===== config.mk =====
export PLATFORM = sky130hd
export DESIGN_NAME = cache_op_sequencer
export DESIGN_NICKNAME = d
export VERILOG_FILES = /design/src/rtl/ctrl_types_pkg.sv /design/src/rtl/if_types_pkg.sv /design/src/rtl/cache_op_seq_watchdog.sv /design/src/rtl/cache_op_sequencer.sv
export SDC_FILE = /design/constraint.sdc
export NUM_CORES = 1
export LEC_CHECK = 0
export CAP_MARGIN = 15
export CORE_MARGIN = 3
export CORE_UTILIZATION = 39
export DETAILED_ROUTE_END_ITERATION = 10
export PLACE_DENSITY = 0.85
export SYNTH_ARGS = -nofsm -noshare
export SYNTH_HDL_FRONTEND = slang
export SYNTH_SLANG_ARGS = --single-unit

===== constraint.sdc =====
create_clock -name clk_i -period 7.5 [get_ports clk_i]
set_clock_uncertainty 0.05 [all_clocks]
set_input_delay 2.25 -clock clk_i [delete_from_list [all_inputs] [get_ports clk_i]]
set_output_delay 2.25 -clock clk_i [all_outputs]
set_load 0.02 [all_outputs]

===== src/rtl/ctrl_types_pkg.sv =====
// Control-side types: state encodings and default parameters for the
// sequencer FSMs.
package ctrl_types_pkg;

  typedef enum logic [1:0] {
    IDLE = 2'd0,
    REQ  = 2'd1,
    DONE = 2'd2
  } cache_op_seq_state_e;

  localparam int unsigned CacheOpSeqTimeoutDefault = 16;

endpackage


===== src/rtl/if_types_pkg.sv =====
// Register-interface types shared between the register front-end and the
// storage-side sequencers: operation codes, field widths, read/write bundles.
package if_types_pkg;

  localparam int RegKeyWidth  = 32;
  localparam int RegDataWidth = 64;

  typedef enum logic [1:0] {
    NOOP   = 2'd0,
    READ   = 2'd1,
    UPSERT = 2'd2,
    DELETE = 2'd3
  } operation_e;

  // Fields the register block presents to the sequencer.
  typedef struct packed {
    logic [RegDataWidth-1:0] dat;
    logic [RegKeyWidth-1:0]  key;
    operation_e              operation;
  } reg_read_t;

  // Register updates; each field only takes effect with its *_valid bit set.
  typedef struct packed {
    logic                    busy;
    logic                    busy_valid;
    logic                    hit;
    logic                    hit_valid;
    logic [RegDataWidth-1:0] dat;
    logic                    data_valid;
    operation_e              operation;
    logic                    operation_valid;
  } reg_write_t;

endpackage


===== src/rtl/cache_op_seq_watchdog.sv =====
// Wait-cycle counter for the REQ state. Cleared on REQ entry, advanced on
// every REQ cycle without an acknowledge, expired at TimeoutCycles-1.
module cache_op_seq_watchdog #(
  parameter int unsigned TimeoutCycles = 16
) (
  input  logic clk_i,
  input  logic rst_i,
  input  logic clear,
  input  logic enable,
  output logic expired
);

  localparam int CntWidth = (TimeoutCycles > 2) ? $clog2(TimeoutCycles) : 1;

  logic [CntWidth-1:0] count_q;

  assign expired = (count_q == CntWidth'(TimeoutCycles - 1));

  // Counter saturates at the terminal value; the FSM aborts on that cycle.
  always_ff @(posedge clk_i or posedge rst_i) begin
    if (rst_i) begin
      count_q <= '0;
    end else if (clear) begin
      count_q <= '0;
    end else if (enable && !expired) begin
      count_q <= count_q + 1'b1;
    end
  end

endmodule


===== src/rtl/cache_op_sequencer.sv =====
// Sequences a single cache operation between the register block and the
// key-value storage: latch on start, request/ack on the storage port, then
// write busy/hit/data/operation back to the registers.
// Optional feature: define CACHE_OP_SEQ_TIMEOUT_EN to abort a REQ that sees
// no acknowledge within TimeoutCycles cycles.
//
// state | meaning
// IDLE  | waiting for a start pulse with a non-NOOP operation
// REQ   | storage request asserted, waiting for mem_ack_i
// DONE  | one cycle: write results back to the registers
module cache_op_sequencer
  import if_types_pkg::*;
  import ctrl_types_pkg::*;
#(
  parameter int unsigned TimeoutCycles = CacheOpSeqTimeoutDefault
) (
  input  logic                    clk_i,
  input  logic                    rst_i,
  input  logic                    start_i,
  input  reg_read_t               reg_i,
  output reg_write_t              reg_o,
  output logic                    mem_req_o,
  output operation_e              mem_op_o,
  output logic [RegKeyWidth-1:0]  mem_key_o,
  output logic [RegDataWidth-1:0] mem_data_o,
  input  logic                    mem_ack_i,
  input  logic                    mem_hit_i,
  input  logic [RegDataWidth-1:0] mem_data_i,
  output logic                    busy_o,
  output logic                    overrun_o,
  output logic                    timeout_o
);

  if (TimeoutCycles < 2) begin : g_timeout_check
    $error("TimeoutCycles must be at least 2");
  end

  cache_op_seq_state_e     state_q, state_d;
  operation_e              op_d;
  logic [RegKeyWidth-1:0]  key_d;
  logic [RegDataWidth-1:0] data_d;
  logic                    req_d;
  reg_write_t              reg_d;
  logic                    busy_d;
  logic                    overrun_d;
  logic                    timeout_d;
  logic                    wd_expired;

`ifdef CACHE_OP_SEQ_TIMEOUT_EN
  logic wd_clear;
  logic wd_enable;

  assign wd_clear  = (state_q == IDLE) && (state_d == REQ);
  assign wd_enable = (state_q == REQ) && !mem_ack_i;

  cache_op_seq_watchdog #(
    .TimeoutCycles (TimeoutCycles)
  ) u_watchdog (
    .clk_i   (clk_i),
    .rst_i   (rst_i),
    .clear   (wd_clear),
    .enable  (wd_enable),
    .expired (wd_expired)
  );
`else
  assign wd_expired = 1'b0;
`endif

  // Next state plus next value of every registered output.
  always_comb begin
    state_d   = state_q;
    op_d      = mem_op_o;
    key_d     = mem_key_o;
    data_d    = mem_data_o;
    req_d     = 1'b0;
    reg_d     = '0;
    timeout_d = 1'b0;
    unique case (state_q)
      IDLE: begin
        if (start_i && (reg_i.operation != NOOP)) begin
          state_d          = REQ;
          op_d             = reg_i.operation;
          key_d            = reg_i.key;
          data_d           = reg_i.dat;
          req_d            = 1'b1;
          reg_d.busy       = 1'b1;
          reg_d.busy_valid = 1'b1;
        end
      end
      REQ: begin
        if (mem_ack_i) begin
          state_d               = DONE;
          reg_d.busy_valid      = 1'b1;
          reg_d.hit             = mem_hit_i;
          reg_d.hit_valid       = 1'b1;
          reg_d.operation       = NOOP;
          reg_d.operation_valid = 1'b1;
          if (mem_op_o == READ) begin
            reg_d.data_valid = 1'b1;
            reg_d.dat        = mem_hit_i ? mem_data_i : '0;
          end
        end else if (wd_expired) begin
          state_d               = DONE;
          reg_d.busy_valid      = 1'b1;
          reg_d.hit_valid       = 1'b1;
          reg_d.operation       = NOOP;
          reg_d.operation_valid = 1'b1;
          timeout_d             = 1'b1;
        end else begin
          req_d = 1'b1;
        end
      end
      DONE: begin
        state_d = IDLE;
      end
      default: begin
        state_d = IDLE;
      end
    endcase
    busy_d    = (state_d != IDLE);
    overrun_d = start_i && (state_q != IDLE);
  end

  // State and output registers; every output comes straight from a flop.
  always_ff @(posedge clk_i or posedge rst_i) begin
    if (rst_i) begin
      state_q    <= IDLE;
      mem_op_o   <= NOOP;
      mem_key_o  <= '0;
      mem_data_o <= '0;
      mem_req_o  <= 1'b0;
      reg_o      <= '0;
      busy_o     <= 1'b0;
      overrun_o  <= 1'b0;
      timeout_o  <= 1'b0;
    end else begin
      state_q    <= state_d;
      mem_op_o   <= op_d;
      mem_key_o  <= key_d;
      mem_data_o <= data_d;
      mem_req_o  <= req_d;
      reg_o      <= reg_d;
      busy_o     <= busy_d;
      overrun_o  <= overrun_d;
      timeout_o  <= timeout_d;
    end
  end

endmodule


==> metrics.md, run 1 <==
| Metric | Value |
|---|---|
| Starting Density | `40.0%` |
| DP Cell Count | `908` |
| Count leader, synth | `dfrtp_1` |
| M1 GR Usage | `22.3%` |
| Die H | `134 µm` |
| Mapped Area | `6350 µm²` |
| Leakage power | `4.73 nW` |
| Req. time, crit path | `7.75 ns` |
| Fin crit share | `57.1%` |
| Grt total ovfl | `0` |
| Hold/Removal Path Class | `flop to flop` |
| Area leader, netlist | `dfrtp_1` |
| Post-synth EDFFs | `0` |
| CTS root buffer | `clkbuf_16` |
| CTS tree | `built` |
| Vias in the first global route | `4,786` |
| Die Wd | `134 µm` |
| I/O Buffers | `337` |
| Clock sink total | `172` |
| Synth unique cells | `18` |
| Avg Vias per Cell | `4.48` |
| DRC | `0` |
| Relative slew slack | `36.3%` |
| PwrDens | `314 nW/µm²` |
| DR iter-0 viols | `157` |
| Critical path endpoint | `mem_data_o[56]` |
| First-pass GRT wire length | `26.8 mm` |
| Fin. max-slew vios | `0` |
| Largest net degree at the start of global routing | `125` |
| Post-CTS Repair Setup Buffers | `0` |
| Max_cap viols | `0` |
| Min-delay src | `mem_data_o[61]` |
| Post-synth top area share | `67.8%` |
| CORE AREA | `15,900 µm²` |
| CP endpoint kind | `flop` |
| Setup_tns | `0 ns` |
| Flop2flop setup slack | `5.41 ns` |
| Hold Buf Count CTS | `0` |
| Gpl congestion | `0.737` |
| Post_cts resized | `0` |
| Largest fanout on the critical path | `83` |
| Fin. Hold Viols | `0` |
| Fin cells | `941` |
| N_diodes | `0` |
| Via count | `4,219` |
| Initial antenna violation count | `0` |
| Critical R2R Capture | `mem_data_o[56]` |
| Seq cells post-synth | `172` |
| Most frequent cells after synthesis | `dfrtp_1 (172), and2_1 (65), mux2_4 (60)` |
| Crit path kind | `input pin to flop` |
| H-tree levels | `4` |
| Syn avg cell area | `17.0 µm²` |
| R2r worst-path depth | `4` |
| Unrepaired setup endpoints after global routing | `false` |
| Least-Margin Pin Slew | `0.950 ns` |
| Reg2reg start | `state_q[0]` |
| Fmax | `233 MHz` |
| Wire per inst | `18.3 µm` |
| Core Rows | `46` |
| Max Buffers Root-to-Sink | `2` |
| Critical path launch point type | `input pin` |
| Worst setup startpoint | `reg_i[0]` |
| Asr flop ratio synth | `100%` |
| CTS buffer count | `17` |
| Endpoints failing setup | `0` |
| Seq/Total Area, Yosys | `67.8%` |
| Routed Wire Length | `17.2 mm` |
| Status | `finished clean` |
| GR peak layer | `met2` |
| Ports | `341` |
| Synth Instances | `373` |
| Count of warnings emitted by yosys | `0` |
| Critical path arrival | `4.53 ns` |
| DRT antenna net count | `0` |
| Met3 Use GR | `8.65%` |
| NumNets Final | `879` |
| GRT met2 Usage | `32.9%` |
| GRT Total Usage | `19.5%` |
| Synth-to-Final Area Change | `64.6%` |
| Skew-Pair Late Insertion Delay | `0.42 ns` |
| Tmin final | `4.28 ns` |
| Hpwl dp | `12.9 mm` |
| Share of layout cells above drive strength 1 | `17.9%` |
| VDD IR max | `210 µV` |
| Synth area leaders | `dfrtp_1 (68%), mux2_4 (14%), and2_1 (6.4%)` |
| Clock-pin slew on the worst setup and hold paths | `0.06 ns` |
| Total die area | `17,900 µm²` |
| Ys flop type | `dfrtp_1` |
| DR pass1 iterations | `4` |
-- report_power, final --
group	internal (mW)	switching (mW)
Sequential	1.13	0.127
Combinational	0.650	0.500
Clock	0.513	0.362
-- cells in the final DEF (no fill, tap or decap), types with 2 or more instances in the layout --
| master | count |
|---|---|
| clkdlybuf4s50_1 | 337 |
| dfrtp_1 | 172 |
| and2_1 | 65 |
| mux2_4 | 60 |
| mux2_2 | 33 |
| clkbuf_16 | 17 |
| mux2_1 | 5 |
| o21ai_0 | 3 |
| and3b_1 | 3 |
| inv_6 | 3 |
| conb_1 | 3 |
| clkinvlp_4 | 3 |
| inv_1 | 2 |
| clkbuf_1 | 2 |
| bufinv_16 | 2 |
| clkinv_4 | 2 |
| clkbuf_8 | 2 |
-- worst min-delay path by stage --
stage | to | cells after the start | slack [ns]
2_1_floorplan | overrun_o | 2 | 0.48
3_3_place_gp | mem_key_o[7] | 1 | 0.43
3_5_place_dp | mem_key_o[30] | 1 | 0.44
4_1_cts | mem_data_o[55] | 1 | 0.46
5_1_grt | mem_key_o[30] | 1 | 0.47
6_report | mem_data_o[61] | 1 | 0.46
-- flip-flops by register name, summed over array words and instances, names as in the netlist --
name	cells
mem_data_o	64
state_q	2
mem_req_o	1
overrun_o	1
mem_op_o	2
busy_o	1
reg_o	69
mem_key_o	32
-- per-stage QoR --
stage / cell area (µm²) / setup WS [ns] / utilization [%] / total power [mW] / hold WS, ns
2_1_floorplan: 6360 / 0.540 / - / 1.84 / 0.477
3_3_place_gp: 9830 / 2.89 / 61.9 / 2.39 / 0.429
3_5_place_dp: 9830 / 2.78 / 61.9 / 2.43 / 0.442
4_1_cts: 10400 / 3.25 / 65.7 / 3.32 / 0.460
5_1_grt: 10500 / 3.13 / 65.8 / 3.43 / 0.470
6_report: 10500 / 3.22 / 65.8 / 3.29 / 0.459
-- area by class of cell --
class | count | area [µm²]
clock buffer | 21 | 460
clock inverter | 11 | 134
tap | 216 | 270
fill | 1114 | 5430
inverter | 3 | 16.3
sequential | 172 | 4300
timing repair buffer | 340 | 3430
multi-input combinational | 178 | 1840
-- cell families (layout without fill, tap and decap cells) --
kind of cell / Yosys count / in the layout / synth area share [%]
compound gates: 4 / 4 / 0.433
other cells: 1 / 3 / 0.0590
mux: 98 / 98 / 20.9
simple gates: 73 / 73 / 7.33
flops: 172 / 172 / 67.8
buf+inv: 25 / 375 / 3.49
-- metal layers --
| layer | wire, µm | up-vias |
|---|---|---|
| met5 | 0 | - |
| met4 | 348 | 0 |
| met3 | 1580 | 26 |
| met2 | 8830 | 222 |
| met1 | 6480 | 2074 |
| li1 | - | 1897 |
-- critical path: stages --
cell,delay (ns)
clkdlybuf4s50_1,0.46
o211ai_4,0.79
buf_12,0.51
mux2_2,0.41
Note: power is estimated with default switching activity, not from simulation.
==> run 2: changes to the inputs <==
Clock period 7.5 ns to 4.1 ns, I/O delays scaled along.
==> run 2 against run 1 <==
Compared with the run above: register-to-register slack got worse by 3.2 ns; worst hold slack got worse by 0.019 ns; utilization shrank 0.13 points; sequential share of layout area increased by 0.084 points; critical path type unchanged; die area is the same; critical path depth unchanged; largest power group unchanged; largest cell class unchanged; setup slack got worse by 1.9 ns.
==> metrics.md, run 2 (synthesis gave the netlist of run 1 again) <==
| Metric | Value |
|---|---|
| DR pass1 iterations | `4` |
| Setup_tns | `0 ns` |
| DR WL met2 | `8.77 mm` |
| Critical path launch point type | `input pin` |
| Gpl congestion | `0.756` |
| Die Wd | `134 µm` |
| Max_cap viols | `0` |
| Fin. Hold Viols | `0` |
| Post-route cell area | `10,400 µm²` |
| Core Rows | `46` |
| Share of layout cells above drive strength 1 | `17.9%` |
| Skew-Pair Late Insertion Delay | `0.40 ns` |
| I/O Buffers | `337` |
| Routed Wire Length | `17.2 mm` |
| PwrDens | `568 nW/µm²` |
| CP cell instances | `clkdlybuf4s50_1 > and3b_1 > and4b_2 > and2_1` |
| Most frequent cells in the layout | `clkdlybuf4s50_1 (337), dfrtp_1 (172), and2_1 (65), mux2_4 (60), mux2_2 (33)` |
| VDD IR max | `287 µV` |
| DR WL met3 | `1.53 mm` |
| CP endpoint kind | `flop` |
| Highest metal used | `met4` |
| Ports | `341` |
| Die H | `134 µm` |
| Clock sink total | `172` |
| Hpwl dp | `13.0 mm` |
| Critical Path Slowest Stage Cell | `and4b_2` |
| Biggest register | `reg_o` |
| N_diodes | `0` |
| Largest regs | `reg_o (69), mem_data_o (64), mem_key_o (32)` |
| Fin cells | `942` |
| DRT antenna net count | `0` |
| Wire per inst | `18.3 µm` |
| Total die area | `17,900 µm²` |
| Flop2flop setup slack | `2.18 ns` |
| CTS tree | `built` |
| CORE AREA | `15,900 µm²` |
| Initial antenna violation count | `0` |
| Vias in the first global route | `4,684` |
| Filler cells | `1,163` |
| H-tree levels | `4` |
| Post-DP Area | `9870 µm²` |
| Crit path kind | `input pin to flop` |
| Unrepaired setup endpoints after global routing | `false` |
| Endpoints failing setup | `0` |
| Relative slew slack | `39.7%` |
| Max stage delay on crit path | `0.84 ns` |
| Max Buffers Root-to-Sink | `2` |
| Synth-to-Final Area Change | `64.3%` |
| Clock-pin slew on the worst setup and hold paths | `0.07 ns` |
| GRT Total Usage | `19.5%` |
| Largest net degree at the start of global routing | `116` |
| Post-CTS Repair Setup Buffers | `0` |
| Via count | `4,220` |
| Starting Density | `40.0%` |
| Fmax | `354 MHz` |
| WHS | `0.440 ns` |
| Fin crit share | `68.9%` |
| Fin. max-slew vios | `0` |
| Post_cts resized | `0` |
| Most common cell after layout, fill and taps aside | `clkdlybuf4s50_1` |
| First-pass GRT wire length | `26.7 mm` |
| Avg Vias per Cell | `4.48` |
| Req. time, crit path | `4.39 ns` |
| Hold/Removal Path Class | `flop to flop` |
| DRC | `0` |
| Critical path arrival | `3.12 ns` |
| CTS buffer count | `17` |
| Tmin final | `2.82 ns` |
| Status | `finished clean` |
| Max FFs per register | `69` |
| DR iter-0 viols | `174` |
| Largest fanout on the critical path | `64` |
| Met1 wire length | `6.43 mm` |
| Leakage power | `4.70 nW` |
| DP Cell Count | `910` |
| Hold Buf Count CTS | `0` |
| Finished Core Util | `65.7%` |
| NumNets Final | `880` |
| Grt total ovfl | `0` |
| CTS root buffer | `clkbuf_16` |
| Least-Margin Pin Slew | `0.905 ns` |
## run 2: worst paths after layout
kind	startpoint	end	cells after the start
max	mem_ack_i	reg_o[32]	4
min	mem_key_o[6]	mem_key_o[6]	1
max reg2reg	state_q[1]	reg_o[32]	3
min reg2reg	mem_key_o[6]	mem_key_o[6]	1
max in group asynchronous	rst_i	mem_data_o[53]	3
min in group asynchronous	rst_i	mem_data_o[31]	3
## run 2: routing by layer
| layer | vias to the layer above | global-route usage, % |
|---|---|---|
| met1 | 2065 | 22.3 |
| met4 | 0 | 8.00 |
| met5 | - | 0 |
| met3 | 31 | 7.74 |
| li1 | 1899 | - |
| met2 | 225 | 32.8 |
## run 2: per-stage QoR
step           worst slack [ns]  power, mW
2_1_floorplan             0.623       3.36
3_3_place_gp              0.956       4.38
3_5_place_dp              0.848       4.44
4_1_cts                    1.28       6.00
5_1_grt                    1.10       6.18
6_report                   1.28       5.92
## run 2: final cells by class
class / count / area (µm²) / area share [%]
Multi-Input combinational cell: 178 / 1840 / 17.7
Sequential cell: 172 / 4300 / 41.2
Timing Repair Buffer: 341 / 3440 / 33.0
Clock inverter: 11 / 111 / 1.07
Clock buffer: 21 / 450 / 4.32
Inverter: 3 / 15.0 / 0.144
Tap cell: 216 / 270 / 2.59
## run 2: worst max-delay path, delay by kind of cell
family	cells	cell delay (ns)
and+or+nand+nor	3	1.32
buffers and inverters	1	0.53
## run 2: power by group
part,internal [mW],switching [mW]
Combinational,1.19,0.909
Clock,0.861,0.664
Sequential,2.08,0.224
Total,4.13,1.80
